===== src/rtl/mem_access_unit.sv =====
// Load/store initiator between the MEM stage and the word-wide data memory.
// Handles sub-word load extraction and byte/halfword stores via read-modify-write.
module mem_access_unit #(
  parameter int unsigned WORD_SIZE = 32
) (
  input  logic                 clk,
  input  logic                 rst,
  input  logic                 req_valid,
  output logic                 req_ready,
  input  logic [5:0]           req_opcode,
  input  logic [WORD_SIZE-1:0] req_addr,
  input  logic [WORD_SIZE-1:0] req_wdata,
  output logic                 resp_valid,
  input  logic                 resp_ready,
  output logic [WORD_SIZE-1:0] resp_rdata,
  output logic                 resp_err,
  output logic                 MemRead,
  output logic                 MemWrite,
  output logic [5:0]           opcode,
  output logic [WORD_SIZE-1:0] Address,
  output logic [WORD_SIZE-1:0] WriteData,
  input  logic [WORD_SIZE-1:0] ReadData
);

  localparam int unsigned W = WORD_SIZE;

  localparam logic [5:0] OP_LB  = 6'h20;
  localparam logic [5:0] OP_LH  = 6'h21;
  localparam logic [5:0] OP_LW  = 6'h23;
  localparam logic [5:0] OP_LBU = 6'h24;
  localparam logic [5:0] OP_LHU = 6'h25;
  localparam logic [5:0] OP_SB  = 6'h28;
  localparam logic [5:0] OP_SH  = 6'h29;
  localparam logic [5:0] OP_SW  = 6'h2B;

  typedef enum logic [2:0] {
    IDLE = 3'd0,
    RD   = 3'd1,
    CAP  = 3'd2,
    WR   = 3'd3,
    RESP = 3'd4
  } state_t;

  state_t         state_q, state_d;
  logic [1:0]     addr_lo_q, addr_lo_d;
  logic [15:0]    wdata_lo_q, wdata_lo_d;
  logic [5:0]     opcode_d;
  logic [W-1:0]   address_d;
  logic [W-1:0]   write_data_d;
  logic [W-1:0]   rdata_d;
  logic           err_d;
  logic           req_ready_d;
  logic           resp_valid_d;
  logic           mem_read_d;
  logic           mem_write_d;

  function automatic logic is_supported(input logic [5:0] op);
    case (op)
      OP_LB, OP_LH, OP_LW, OP_LBU, OP_LHU, OP_SB, OP_SH, OP_SW: is_supported = 1'b1;
      default:                                                   is_supported = 1'b0;
    endcase
  endfunction

  function automatic logic is_misaligned(input logic [5:0] op, input logic [1:0] lo);
    case (op)
      OP_LH, OP_LHU, OP_SH: is_misaligned = lo[0];
      OP_LW, OP_SW:         is_misaligned = |lo;
      default:              is_misaligned = 1'b0;
    endcase
  endfunction

  function automatic logic is_load(input logic [5:0] op);
    case (op)
      OP_LB, OP_LH, OP_LW, OP_LBU, OP_LHU: is_load = 1'b1;
      default:                             is_load = 1'b0;
    endcase
  endfunction

  // Little-endian lane extraction with sign/zero extension.
  function automatic logic [W-1:0] load_lane(input logic [5:0] op, input logic [1:0] lo,
                                             input logic [W-1:0] word);
    logic [W-1:0] byte_sh;
    logic [W-1:0] half_sh;
    logic [7:0]   b;
    logic [15:0]  h;
    byte_sh = word >> {lo, 3'b000};
    half_sh = word >> {lo[1], 4'b0000};
    b = byte_sh[7:0];
    h = half_sh[15:0];
    case (op)
      OP_LB:   load_lane = {{(W-8){b[7]}}, b};
      OP_LBU:  load_lane = W'(b);
      OP_LH:   load_lane = {{(W-16){h[15]}}, h};
      OP_LHU:  load_lane = W'(h);
      default: load_lane = word;
    endcase
  endfunction

  // Replace the addressed byte/halfword of the read word with store data.
  function automatic logic [W-1:0] merge_lane(input logic [5:0] op, input logic [1:0] lo,
                                              input logic [W-1:0] word, input logic [15:0] wd);
    logic [4:0] sh_b;
    logic [4:0] sh_h;
    sh_b = {lo, 3'b000};
    sh_h = {lo[1], 4'b0000};
    if (op == OP_SB)
      merge_lane = (word & ~(W'(8'hFF) << sh_b)) | (W'(wd[7:0]) << sh_b);
    else
      merge_lane = (word & ~(W'(16'hFFFF) << sh_h)) | (W'(wd) << sh_h);
  endfunction

  always_ff @(posedge clk or posedge rst) begin
    if (rst) begin
      state_q    <= IDLE;
      addr_lo_q  <= '0;
      wdata_lo_q <= '0;
      opcode     <= '0;
      Address    <= '0;
      WriteData  <= '0;
      resp_rdata <= '0;
      resp_err   <= 1'b0;
      req_ready  <= 1'b1;
      resp_valid <= 1'b0;
      MemRead    <= 1'b0;
      MemWrite   <= 1'b0;
    end else begin
      state_q    <= state_d;
      addr_lo_q  <= addr_lo_d;
      wdata_lo_q <= wdata_lo_d;
      opcode     <= opcode_d;
      Address    <= address_d;
      WriteData  <= write_data_d;
      resp_rdata <= rdata_d;
      resp_err   <= err_d;
      req_ready  <= req_ready_d;
      resp_valid <= resp_valid_d;
      MemRead    <= mem_read_d;
      MemWrite   <= mem_write_d;
    end
  end

  always_comb begin
    state_d      = state_q;
    addr_lo_d    = addr_lo_q;
    wdata_lo_d   = wdata_lo_q;
    opcode_d     = opcode;
    address_d    = Address;
    write_data_d = WriteData;
    rdata_d      = resp_rdata;
    err_d        = resp_err;

    case (state_q)
      IDLE: begin
        if (req_valid) begin
          opcode_d   = req_opcode;
          address_d  = {2'b00, req_addr[W-1:2]};
          addr_lo_d  = req_addr[1:0];
          wdata_lo_d = req_wdata[15:0];
          rdata_d    = '0;
          err_d      = 1'b0;
          if (!is_supported(req_opcode) || is_misaligned(req_opcode, req_addr[1:0])) begin
            err_d   = 1'b1;
            state_d = RESP;
          end else if (req_opcode == OP_SW) begin
            write_data_d = req_wdata;
            state_d      = WR;
          end else begin
            state_d = RD;
          end
        end
      end
      RD: state_d = CAP;
      CAP: begin
        // ReadData is only valid in this cycle.
        if (is_load(opcode)) begin
          rdata_d = load_lane(opcode, addr_lo_q, ReadData);
          state_d = RESP;
        end else begin
          write_data_d = merge_lane(opcode, addr_lo_q, ReadData, wdata_lo_q);
          state_d      = WR;
        end
      end
      WR: begin
        rdata_d = '0;
        state_d = RESP;
      end
      RESP: begin
        if (resp_ready) state_d = IDLE;
      end
      default: state_d = IDLE;
    endcase

    // Handshake flags and strobes are registered copies of the next state.
    req_ready_d  = (state_d == IDLE);
    resp_valid_d = (state_d == RESP);
    mem_read_d   = (state_d == RD);
    mem_write_d  = (state_d == WR);
  end

endmodule


===== config.mk =====
export PLATFORM = sky130hd
export DESIGN_NAME = mem_access_unit
export DESIGN_NICKNAME = d
export VERILOG_FILES = /design/src/rtl/mem_access_unit.sv
export SDC_FILE = /design/constraint.sdc
export NUM_CORES = 1
export LEC_CHECK = 0
export CAP_MARGIN = 20
export CORE_MARGIN = 8
export CORE_UTILIZATION = 30
export CTS_CLUSTER_SIZE = 28
export DETAILED_ROUTE_END_ITERATION = 10
export PLACE_DENSITY_LB_ADDON = 0.2
export SKIP_CTS_REPAIR_TIMING = 1
export SLEW_MARGIN = 15
export SYNTH_ARGS = -nofsm -noshare
export SYNTH_HDL_FRONTEND = slang
export SYNTH_SLANG_ARGS = --single-unit

===== constraint.sdc =====
create_clock -name clk -period 6 [get_ports clk]
set_input_delay 1.2 -clock clk [delete_from_list [all_inputs] [get_ports clk]]
set_output_delay 1.2 -clock clk [all_outputs]
set_load 0.02 [all_outputs]

### Yosys cells after proc, flatten, opt, wreduce, memory -nomap -nowiden

Cells that the tools add are included.

| word-level totals | value |
|---|---|
| logic and storage cells | 89 |
| bits in registers | 126 |

| cells by class | value |
|---|---|
| shift-type cells | 6 |
| reductions and logical operators | 14 |
| equal/unequal tests | 26 |
| bitwise gates (word level) | 6 |
| mux-type cells | 25 |

Operators by type and width:

| operator | number |
|---|---|
| $mux 32 | 7 |
| $pmux 32 s4 | 1 |
| $pmux 32 s3 | 1 |
| $eq 6x6->1 const B | 14 |
| $and 32x32->32 | 2 |
| $not 32->32 | 2 |
| $or 32x32->32 | 2 |
| $pmux 32 s2 | 1 |
| $shl 16x5->32 | 1 |
| $shl 16x5->32 const A | 1 |
| $shl 8x5->32 | 1 |
| $shl 8x5->32 const A | 1 |
| $shr 32x5->16 | 1 |
| $shr 32x5->8 | 1 |
| $pmux 3 s5 | 1 |
| $mux 3 | 4 |
| $ne 2x2->1 const B | 5 |
| $eq 3x2->1 const B | 3 |
| $mux 1 | 8 |
| $reduce_or 8->1 | 1 |
| $eq 3x1->1 const B | 2 |
| $eq 3x3->1 const B | 2 |
| $logic_not 3->1 | 2 |
| $reduce_and 5->1 | 1 |
| 11 further kinds | 12 |

### Logic depth before layout (Yosys ltp)

Gate-level depths: netlist (run 1).

| depth | value |
|---|---|
| depth in word-level cells | 11 |
| depth in mapped cells | 8 |
| depth with buffers taken out | 5 |

### Worst setup path after synthesis (run 1)

OpenSTA, ideal clock, no wires.

| timing | value |
|---|---|
| kind | in2reg |
| from | input req_opcode[2] |
| to | register WriteData[0] |
| path slack | 3.413 ns |
| stages | 6 |
| setup time | 0.123 ns |
| data arrival time | 2.464 ns |
| data required time | 5.877 ns |
| cells stage by stage | nor4bb_1 nand4_2 or2_1 buf_2 buf_6 o221a_1 |

| on the way | value |
|---|---|
| word-level cells in the longest chain between the ends | 9 |
| elaborated cells between the ends (all ways) | 22 |
| those cells by class | 10 x eq/ne; 6 x mux; 6 x reduce/logical |

RTL lines:

| element | line | source |
|---|---|---|
| from (decl) | 10 | `input logic [5:0] req_opcode,` |
| $eq 6x6->1 (on tied branches) | 58, 65, 164 |  |
| $reduce_or 8->1 | 58 | `case (op)` |
| $mux 1 | 58 |  |
| $mux 1 | 154 | `if (req_valid) begin` |
| $mux 1 | 152 | `case (state_q)` |
| $logic_not 1->1 | 161 | `if (!is_supported(req_opcode) \|\| is_misaligned(req_opcode, req_addr[1:0])) begin` |
| $logic_or 1x1->1 | 161 |  |
| $ne 2x2->1 (no source line) | - |  |
| $reduce_and 5->1 (no source line) (*) | - |  |
| to (signal assigned) | 132 | `WriteData <= write_data_d;` |
| to (decl) | 21 | `output logic [WORD_SIZE-1:0] WriteData,` |

Every way passes the cells marked *; elsewhere a longest branch is shown, timed or not. The select of a mux whose other input is x is not followed.
A chain may end at the register's enable or synchronous reset.

### Final worst setup path (run 1)

| timing | value |
|---|---|
| from | input req_valid |
| to | register WriteData[23] |

| on the way | value |
|---|---|
| word-level cells in the longest chain between the ends | 2 |

RTL lines:

| element | line | source |
|---|---|---|
| from (decl) | 8 | `input logic req_valid,` |
| $ne 2x2->1 (no source line) | - |  |
| $reduce_and 5->1 (no source line) | - |  |

Every way passes these cells.

==> results of run 1 <==
-- cell usage in the layout (no fill, tap or decap), types with 17 or more instances in the layout --
cell type | netlist | routed
o21ai_0 | 35 | 35
clkbuf_16 | 0 | 17
nand2_1 | 244 | 244
clkdlybuf4s50_1 | 0 | 210
a21o_1 | 20 | 20
a21oi_1 | 24 | 24
nor2_1 | 53 | 53
dfrtp_1 | 125 | 125
nand3_1 | 34 | 33
mux2i_1 | 24 | 24
-- power groups by stage --
stage | Clock [uW] | Combinational (uW) | Sequential, uW
final | 1170 | 2140 | 1510
after global routing | 1230 | 2330 | 1560
after CTS | 1190 | 2160 | 1510
after detailed placement | 0 | 2150 | 1510
after global placement | 0 | 2140 | 1510
after floorplan | 0 | 986 | 1720
-- metal layers --
metal  share of wire (%)  vias up  GRT usage (%)
met3                 9.2       27           7.29
met1                  46     2868           23.9
met5                   0        -              0
li1                    -     2872              -
met2                  43      221           26.8
met4                 1.8        0           6.02
-- tightest hold or removal path, stage by stage (launching register included) --
cell	delay, ns
dfrtp_1	0.34
nand2_1	0.05
nand2_1	0.05
-- worst max-delay path by stage --
| stage | startpoint | end | slack, ns | cells after the start |
|---|---|---|---|---|
| after floorplan | rst | Address[0] | 1.45 | 1 |
| after global placement | req_valid | WriteData[19] | 2.08 | 7 |
| after detailed placement | req_valid | WriteData[23] | 2.05 | 7 |
| after CTS | req_valid | WriteData[23] | 2.49 | 7 |
| after global routing | req_valid | WriteData[23] | 2.32 | 7 |
| final | req_valid | WriteData[23] | 2.52 | 7 |
-- flip-flops by register name (all words and copies together), names as in the netlist --
signal / count
MemWrite: 1
wdata_lo_q: 16
addr_lo_q: 2
req_ready: 1
WriteData: 32
opcode: 6
resp_rdata: 32
Address: 30
state_q: 3
MemRead: 1
resp_err: 1
resp_valid: 1
-- cell families after synthesis --
family | share of synthesized area, %
compound gates | 16.4
mux | 4.28
other cells | 0.0586
flops | 49.3
buf+inv | 4.11
simple gates | 25.8
-- stage by stage --
| step | utilization, % | hold WS, ns |
|---|---|---|
| final | 44.6 | 0.470 |
| after global routing | 44.6 | 0.485 |
| after CTS | 44.5 | 0.470 |
| after detailed placement | 41.4 | 0.456 |
| after global placement | 41.4 | 0.452 |
| after floorplan | - | 0.445 |
-- layout make-up --
| class | instances | area (sq um) | share of cell area (%) |
|---|---|---|---|
| flip-flops and latches | 126 | 3150 | 33.8 |
| multi-input cells | 549 | 3000 | 32.1 |
| repair buffers | 217 | 2160 | 23.1 |
| clock buffers | 23 | 478 | 5.12 |
| well taps | 275 | 344 | 3.68 |
| clock inverters | 9 | 181 | 1.94 |
| inverters | 6 | 25.0 | 0.268 |
==> out/metrics.cfg, run 1 <==
[outcome]
outcome=finished clean

[power_and_ir_drop]
power_uw=4820
power.internal_uw=2900
power_switching_uw=1920
clkPwrFrac_pct=24.3
ir_drop_v=0.000257
leakage_uw=0.00417
power_density_nw_per_um2=516
combPwrFrac_pct=44.4
p_sw_share_pct=39.9
seqPwrFrac_pct=31.3

[logic_synthesis]
netlist_area_sq_um=6400
synth.avg_cell_area_sq_um=8.76
netlist_instances=730
yosysMostFrequentCell=nand2_1
ys_ff_latch=126
synthTopCellsByCount=nand2_1 (244), dfrtp_1 (125), nor2_1 (53)
async_reset_ff_share_pct=100
yosysWarnings=0
synth_cell_types=53
synth_area_leaders=dfrtp_1 (49%), nand2_1 (14%), mux2i_1 (3.8%)
seq_area_frac_synth_pct=49.3
yosysTopAreaCell=dfrtp_1
yosysTopAreaCellShare_pct=48.9
synth_ff_type=dfrtp_1
synth_edf_count=0

[floorplanning]
coreArea_sq_um=21000
start_util_pct=30.5
die_area_sq_um=26300
rows=53
die_y_um=162
io_pins=213
die_w_um=162

[setup_path]
worstRegToRegCells=6
worst-path-buf-inv=3
worstReg2RegEnd=WriteData[23]
timing.critical_path.to_type=flip-flop
slowest_stage=a2bb2oi_4
required_ns=6.31
worstPathCellList=clkdlybuf4s50_1 -> nor4b_4 -> buf_4 -> nand4_2 -> a2bb2oi_4 -> inv_2 -> o221a_2
slowest_delay_ns=0.67
cpLargestDelayFamily=buffers and inverters
crit_fanout=58
r2r_start=state_q[0]
start_kind=input port
path_class=input port to flip-flop
critPathArrivalTime_ns=3.79
reg2reg_slack_ns=3.23

[clock_tree]
cts_tree=yes
cts_buffers=17
ctsHtreeMaxLevel=4
cts_root_buf=clkbuf_16
clock_latency_ns=0.43
path_clk_slew_ns=0.06
clk_path_buf_depth=2
cts.sinks=126

[global_routing]
antenna_found_initial=0
overflow=0
grt_pass1_vias=6117
grt_pass1_wl_um=36600
grtUsageTotal_pct=18.2
grt_max_degree=68

[timing]
fmax_mhz=287
fin_ws_ns=2.52
max-slew-margin-rel_pct=38.7
finalHoldViolCount=0
fin_tns_setup_ns=0
rsz0062_at_grt=false
clock_skew_ns=0.0127
period_share_pct=58.1
finalSetupViolCount=0
slew_violations=0
worstMarginPinSlew_ns=0.919
fin_crit_ns=3.48

[detailed_routing]
vias=5988
first_pass_iters=5
vias_per_cell=4.97
wl_per_cell_um=19.9
drc=0
first_iter_violations=417
routed_wl_um=23900
ant_nets=0

[placed_design]
place_area_sq_um=8670
gp_congestion=0.795
place_ws_ns=2.05
portBuffers=210
dp.cells=1172
hpwlAfterDp_um=17300

[layout]
nNetsFinal=1023
drive_gt1_share_pct=7.20
diodes=0
syn_to_final_growth_pct=46.0
design_area_sq_um=9340
num-fill-cells=2087
post_layout_nonfiller_instances=1205

[hold_path]
hold_start=Address[28]
min_path_cells=2
hold_path_class=flip-flop to flip-flop
min_to=Address[28]

[run]
drv_cap=0

(Power assumes the default switching activity.)
==> run 2, diff against run 1 <==
==> constraint.sdc (replaced) <==
create_clock -name clk -period 3.6 [get_ports clk]
set_input_delay 0.72 -clock clk [delete_from_list [all_inputs] [get_ports clk]]
set_output_delay 0.72 -clock clk [all_outputs]
set_load 0.02 [all_outputs]
==> out/metrics.cfg, run 2 (synthesis results as in run 1) <==
[outcome]
outcome=finished clean

[timing]
worstMarginPinSlew_ns=1.03
period_share_pct=71.5
slew_violations=0
clock_skew_ns=0.00850
fmax_mhz=388
finalHoldViolCount=0
finalSetupViolCount=0
max-slew-margin-rel_pct=31.0
rsz0062_at_grt=false
fin_tns_setup_ns=0
fin_crit_ns=2.57

[layout]
top_regs=WriteData: 32 flops, resp_rdata: 32 flops, Address: 30 flops
diodes=0
nNetsFinal=1025
layout_commonest_cell=nand2_1
syn_to_final_growth_pct=45.6
drive_gt1_share_pct=7.20
mostFrequentLayoutCells=nand2_1 (244), clkdlybuf4s50_1 (210), dfrtp_1 (125)

[detailed_routing]
vias_per_cell=4.99
first_iter_violations=421
routed_wl_um=23900
wl_per_cell_um=19.8
ant_nets=0
first_pass_iters=5
drc=0
vias=6021

[global_routing]
grtUsageTotal_pct=18.2
overflow=0
grt_max_degree=58
grt_pass1_vias=6084
antenna_found_initial=1
grt_pass1_wl_um=36400

[setup_path]
crit_fanout=9
start_kind=flip-flop
timing.critical_path.to_type=flip-flop
worstRegToRegCells=5
required_ns=3.91
critPathArrivalTime_ns=2.88
path_class=flip-flop to flip-flop

[floorplanning]
die_y_um=162
rows=53
io_pins=213
die_area_sq_um=26300
start_util_pct=30.5
die_w_um=162
coreArea_sq_um=21000

[clock_tree]
cts.sinks=126
clk_path_buf_depth=2
ctsHtreeMaxLevel=4
cts_root_buf=clkbuf_16
cts_tree=yes
clock_latency_ns=0.42
path_clk_slew_ns=0.06
cts_buffers=17

[power_and_ir_drop]
leakage_uw=0.00416
ir_drop_v=0.000394
power_uw=7890
power_density_nw_per_um2=847

[hold_path]
hold_path_class=flip-flop to flip-flop
min_path_cells=2

[placed_design]
gp_congestion=0.826
portBuffers=210
hpwlAfterDp_um=17600

[run]
drv_cap=0

run 2: layer usage:
metal	routed length [um]	vias up	GRT usage (%)
met4	405	2	5.60
li1	-	2890	-
met3	2340	23	7.64
met2	10400	244	26.9
met5	13	-	0
met1	10700	2862	23.6
run 2: layout make-up:
cell class / instances / area, sq um
Sequential cell: 126 / 3150
Clock buffer: 26 / 509
Tap cell: 275 / 344
Inverter: 6 / 26.3
Fill cell: 2118 / 11600
Timing Repair Buffer: 219 / 2180
Clock inverter: 5 / 103
Multi-Input combinational cell: 549 / 3000
run 2: path summary, 6_finish.rpt:
check | from | endpoint | slack [ns]
min reg2reg | resp_rdata[15] | resp_rdata[15] | 0.47
min in group asynchronous | rst | Address[5] | 0.75
min | resp_rdata[15] | resp_rdata[15] | 0.47
max in group asynchronous | rst | Address[18] | 2.13
max reg2reg | opcode[1] | WriteData[25] | 1.03
max | opcode[1] | WriteData[25] | 1.03
run 2: critical path: stages, from the launching register on:
cell,delay [ns]
dfrtp_1,0.49
nor3b_2,0.49
nand3_1,0.60
o21ai_2,0.54
a221oi_1,0.15
a21o_1,0.18
run 2: where the power goes:
group / switching (uW) / internal, uW
Sequential: 536 / 1990
Clock: 645 / 1180
Combinational: 1990 / 1550
run 2: metrics by stage:
| step | instance area, sq um | hold WS [ns] | setup slack [ns] | util (%) | instances |
|---|---|---|---|---|---|
| after CTS | 9310 | 0.469 | 1.01 | 44.4 | 1206 |
| final | 9310 | 0.466 | 1.03 | 44.4 | 1206 |
| after global routing | 9310 | 0.493 | 0.875 | 44.4 | 1206 |
| after floorplan | 6400 | 0.445 | 1.33 | - | 731 |
| after global placement | 8700 | 0.451 | 0.701 | 41.5 | 1175 |
| after detailed placement | 8700 | 0.457 | 0.666 | 41.5 | 1175 |
==> run 3, diff against run 2 <==
==> constraint.sdc (replaced) <==
create_clock -name clk -period 2.51 [get_ports clk]
set_input_delay 0.502 -clock clk [delete_from_list [all_inputs] [get_ports clk]]
set_output_delay 0.502 -clock clk [all_outputs]
set_load 0.02 [all_outputs]
==> out/metrics.cfg, run 3 (synthesis results as in run 1) <==
[layout]
diodes=0
top_regs=WriteData: 32 flops, resp_rdata: 32 flops, Address: 30 flops
nNetsFinal=1051
drive_gt1_share_pct=10.0
mostFrequentLayoutCells=nand2_1 (244), clkdlybuf4s50_1 (210), dfrtp_1 (125)
layout_commonest_cell=nand2_1
num-fill-cells=2143
syn_to_final_growth_pct=48.9

[timing]
fin_tns_setup_ns=0
rsz0062_at_grt=false
finalHoldViolCount=0
slew_violations=0
hold-worst-slack_ns=0.469
clock_skew_ns=0.00775
max-slew-margin-rel_pct=46.4
finalSetupViolCount=0
fmax_mhz=467
period_share_pct=85.2
worstMarginPinSlew_ns=0.803
fin_crit_ns=2.14

[clock_tree]
cts.sinks=126
cts_root_buf=clkbuf_16
cts_tree=yes
cts_buffers=17
clock_latency_ns=0.41
ctsHtreeMaxLevel=4
path_clk_slew_ns=0.06
clk_path_buf_depth=2

[detailed_routing]
drc=0
vias=6042
routed_wl_um=23900
vias_per_cell=4.90
wl_per_cell_um=19.4
ant_nets=0
first_iter_violations=488
first_pass_iters=5

[setup_path]
cpLargestDelayFamily=buffers and inverters
worstRegToRegCells=5
worstPathCellList=clkdlybuf4s50_1
cp.depth=1
slowest_delay_ns=0.68
timing.critical_path.to_type=output port
critPathArrivalTime_ns=1.64
start_kind=flip-flop
worst-path-buf-inv=1
crit_fanout=9
required_ns=2.01
slowest_stage=clkdlybuf4s50_1
path_class=flip-flop to output port

[global_routing]
antenna_found_initial=0
grt_max_degree=96
grt_pass1_vias=6171
overflow=0
grtUsageTotal_pct=18.4
grt_pass1_wl_um=37100

[power_and_ir_drop]
power_density_nw_per_um2=1190
leakage_uw=0.00429
combPwrFrac_pct=47.8
ir_drop_v=0.000518
power.internal_uw=6770
p_sw_share_pct=40.5
clkPwrFrac_pct=21.4
seqPwrFrac_pct=30.8
power_switching_uw=4610

[outcome]
outcome=finished clean

[floorplanning]
die_w_um=162
start_util_pct=30.5
coreArea_sq_um=21000
rows=53
die_area_sq_um=26300
die_y_um=162
io_pins=213

[placed_design]
gp_congestion=0.845
portBuffers=210
hpwlAfterDp_um=17700

[hold_path]
min_path_cells=2
hold_path_class=flip-flop to flip-flop

[run]
drv_cap=0

-- run 3: cell count changes in the layout (fill, tap and decap cells not counted) --
| cell | change |
|---|---|
| clkbuf_1 | -2 |
| bufinv_16 | -1 |
| clkinv_4 | +1 |
| buf_4 | +22 |
| buf_12 | +4 |
| clkbuf_8 | -3 |
| clkinvlp_4 | +2 |
| clkinv_2 | +4 |
-- run 3: final cells by class --
class	instances	area [sq um]	area share, %
timing repair buffer	245	2430	25.5
multi-input combinational	549	3000	31.5
clock buffer	21	460	4.83
clock inverter	11	116	1.22
tap	275	344	3.61
inverter	6	26.3	0.276
sequential	126	3150	33.1
-- run 3: path summary, 6_finish.rpt --
kind,startpoint,end,slack [ns]
max reg2reg,state_q[1],WriteData[27],0.44
min,Address[0],Address[0],0.47
max in group asynchronous,rst,wdata_lo_q[2],1.43
min in group asynchronous,rst,opcode[4],0.55
max,opcode[3],opcode[3],0.37
min reg2reg,Address[0],Address[0],0.47
-- run 3: power by group through the flow --
stage / logic, uW / registers (uW) / clock network, uW
4_1_cts: 5500 / 3500 / 2500
3_3_place_gp: 5460 / 3520 / 0
6_report: 5440 / 3500 / 2440
2_1_floorplan: 2360 / 4110 / 0
5_1_grt: 5930 / 3600 / 2610
3_5_place_dp: 5480 / 3510 / 0
-- run 3: metrics by stage --
stage / instances / power (uW) / setup slack (ns) / utilization [%] / cell area (sq um)
detailed placement: 1201 / 8990 / 0.0190 / 42.7 / 8950
CTS: 1233 / 11500 / 0.342 / 45.5 / 9520
global placement: 1201 / 8980 / 0.0707 / 42.7 / 8950
global route: 1233 / 12100 / 0.205 / 45.5 / 9520
floorplan: 731 / 6470 / 0.456 / - / 6400
finish: 1233 / 11400 / 0.371 / 45.5 / 9520
-- run 3: per-layer routing --
metal / global-route usage [%] / wire [um] / part of all wire (%) / up-vias
li1: - / - / - / 2933
met1: 24.4 / 10900 / 46 / 2874
met2: 27.6 / 10600 / 44 / 222
met3: 7.49 / 2200 / 9.2 / 13
met4: 4.08 / 229 / 0.96 / 0
met5: 0 / 0 / 0 / -
-- run 3: worst min-delay path, delay by kind of cell (launching register included) --
family | cells | cell delay (ns)
flops | 1 | 0.34
simple gates | 2 | 0.10
==> variant, RTL diff (config.mk and constraints of run 3) <==
`Address` no longer has a reset.
--- a/src/rtl/mem_access_unit.sv
+++ b/src/rtl/mem_access_unit.sv
@@ -115,7 +115,6 @@
       addr_lo_q  <= '0;
       wdata_lo_q <= '0;
       opcode     <= '0;
-      Address    <= '0;
       WriteData  <= '0;
       resp_rdata <= '0;
       resp_err   <= 1'b0;
@@ -128,7 +127,6 @@
       addr_lo_q  <= addr_lo_d;
       wdata_lo_q <= wdata_lo_d;
       opcode     <= opcode_d;
-      Address    <= address_d;
       WriteData  <= write_data_d;
       resp_rdata <= rdata_d;
       resp_err   <= err_d;
@@ -137,6 +135,10 @@
       MemRead    <= mem_read_d;
       MemWrite   <= mem_write_d;
     end
+  end
+
+  always_ff @(posedge clk) begin
+    Address <= address_d;
   end
 
   always_comb begin
Formal check against the unedited RTL: not equivalent (Yosys sat finds a counterexample within 4 cycles, from zero or initial values and one cycle with rst high).
==> variant against run 3 <==
- synthesized area shrank 9.2%
- setup slack gained 5.2 ps
- power shrank 11%
- final area shrank 6.3%
- wire length shrank 12%
- critical path depth grew 6
- utilization grew 1.0 points
- register-to-register slack lost 60 ps
- sequential cell count is the same
==> variant: results (changes against run 3) <==
Min path
  • HP Start: resp_rdata[1]$_DFFE_PP0P_
  • Endpoint, Worst Hold: resp_rdata[1]$_DFFE_PP0P_

Yosys
  • Seq/Total Area, Yosys: 56.9% (+7.6 points)
  • Compound-gate portion of the synthesized area: 18.1% (+1.6 points)
  • Syn Area/Cell: 10.3 sq um (+18%)
  • Yosys cell types: 47 (-11%)
  • Top cells by area, synth: dfrtp_1 41%, edfxtp_1 16%, nand2_1 5.4%, a21oi_1 4.3%, mux2_2 3.9%
  • Post-synth EDFFs: 30 (+30)

Drt
  • Pre-antenna DRT Iters: 7 (+2)
  • DRT met1 WL: 8590 um (-21%)
  • Detail-routed via count per cell: 5.06 (+3.3%)
  • Starting DRT DRC Count: 381 (-22%)
  • Total routed wirelength: 21,000 um (-12%)

Placement
  • Final GP Congestion: 0.833 (-1.3%)
  • Estimated wirelength of the detail-placed design: 16,200 um (-8.6%)
  • Place WS: 60.1 ps (+41.0 ps)
  • Placed Instance Area: 8330 sq um (-6.9%)
  • Post-Place Cells: 1,024 (-15%)

Critical path
  • CP max-delay cell: a22oi_4
  • Worst R2R Path Depth: 7 (+2)
  • CP arrival: 2410 ps (+770 ps)
  • R2R Setup Slk: 380 ps (-60 ps)
  • CP Max Fanout: 33 (+24)
  • Reg2reg start: opcode[4]$_DFFE_PP0P_
  • Crit Path Category: reg -> reg
  • R2R Path End: WriteData[18]$_DFFE_PP0P_
  • Slowest cell delay on critical path: 500 ps (-180 ps)

Global route
  • Total track usage: 17.6% (-0.82 points)
  • Grt met3 use: 6.24% (-1.3 points)
  • Largest net degree at the start of global routing: 49 (-49%)
  • Vias in the first global route: 5,633 (-8.7%)
  • First-pass GRT wire length: 32,500 um (-12%)
  • Grt met2 use: 28.1% (+0.51 points)
  • GR Util met1: 21.7% (-2.7 points)

STA
  • Worst hold slack: 466 ps (-3.61 ps)
  • Fmax: 469 MHz (+0.24%)
  • Clock skew: 7.67 ps (-0.0751 ps)
  • Worst Tran Pin Value: 713 ps (-89.5 ps)

Power
  • Sw power: 0.00380 W (-18%)
  • Comb pwr: 0.00423 W (-22%)
  • Pwr dens: 1130 nW/um^2 (-5.2%)
  • Lkg Pwr: 3.56 nW (-17%)

Finish
  • Final cell count without fillers: 1,056 (-14%)
  • Layout cells sized above 1: 11.3% (+1.2 points)
  • Fill cell count: 1,774 (-17%)
  • Final #Nets: 884 (-16%)

Clocking
  • # H-tree levels: 4 (unchanged)

Status
  • Status: finished, final reports clean

Floorplanning
  • Die Wd: 155 um (-4.3%)
-- variant: cell types whose count changed after synthesis, moves of 8 or more --
cell / delta
edfxtp_1: +30
o211ai_1: +14
clkbuf_1: -10
dfrtp_1: -30
o21ai_1: +8
a31oi_1: +10
nand2_1: -161
o221a_1: -10
a21oi_1: +26
nand3_1: -17
o221ai_1: +16
a21o_1: -20
a221oi_1: -8
mux2_2: +17
-- variant: final cells by class --
| cell class | instances | area (sq um) | area share [%] |
|---|---|---|---|
| Inverter | 13 | 52.6 | 0.589 |
| Multi-Input combinational cell | 386 | 2300 | 25.7 |
| Tap cell | 265 | 332 | 3.72 |
| Sequential cell | 126 | 3300 | 37.0 |
| Clock inverter | 10 | 108 | 1.21 |
| Clock buffer | 22 | 485 | 5.44 |
| Timing Repair Buffer | 234 | 2340 | 26.3 |
-- variant: critical path, delay by kind of cell (launching register included) --
kind / cells / cell delay (ps)
buf+inv: 2 / 280
compound gates: 3 / 980
flops: 1 / 430
simple gates: 2 / 300
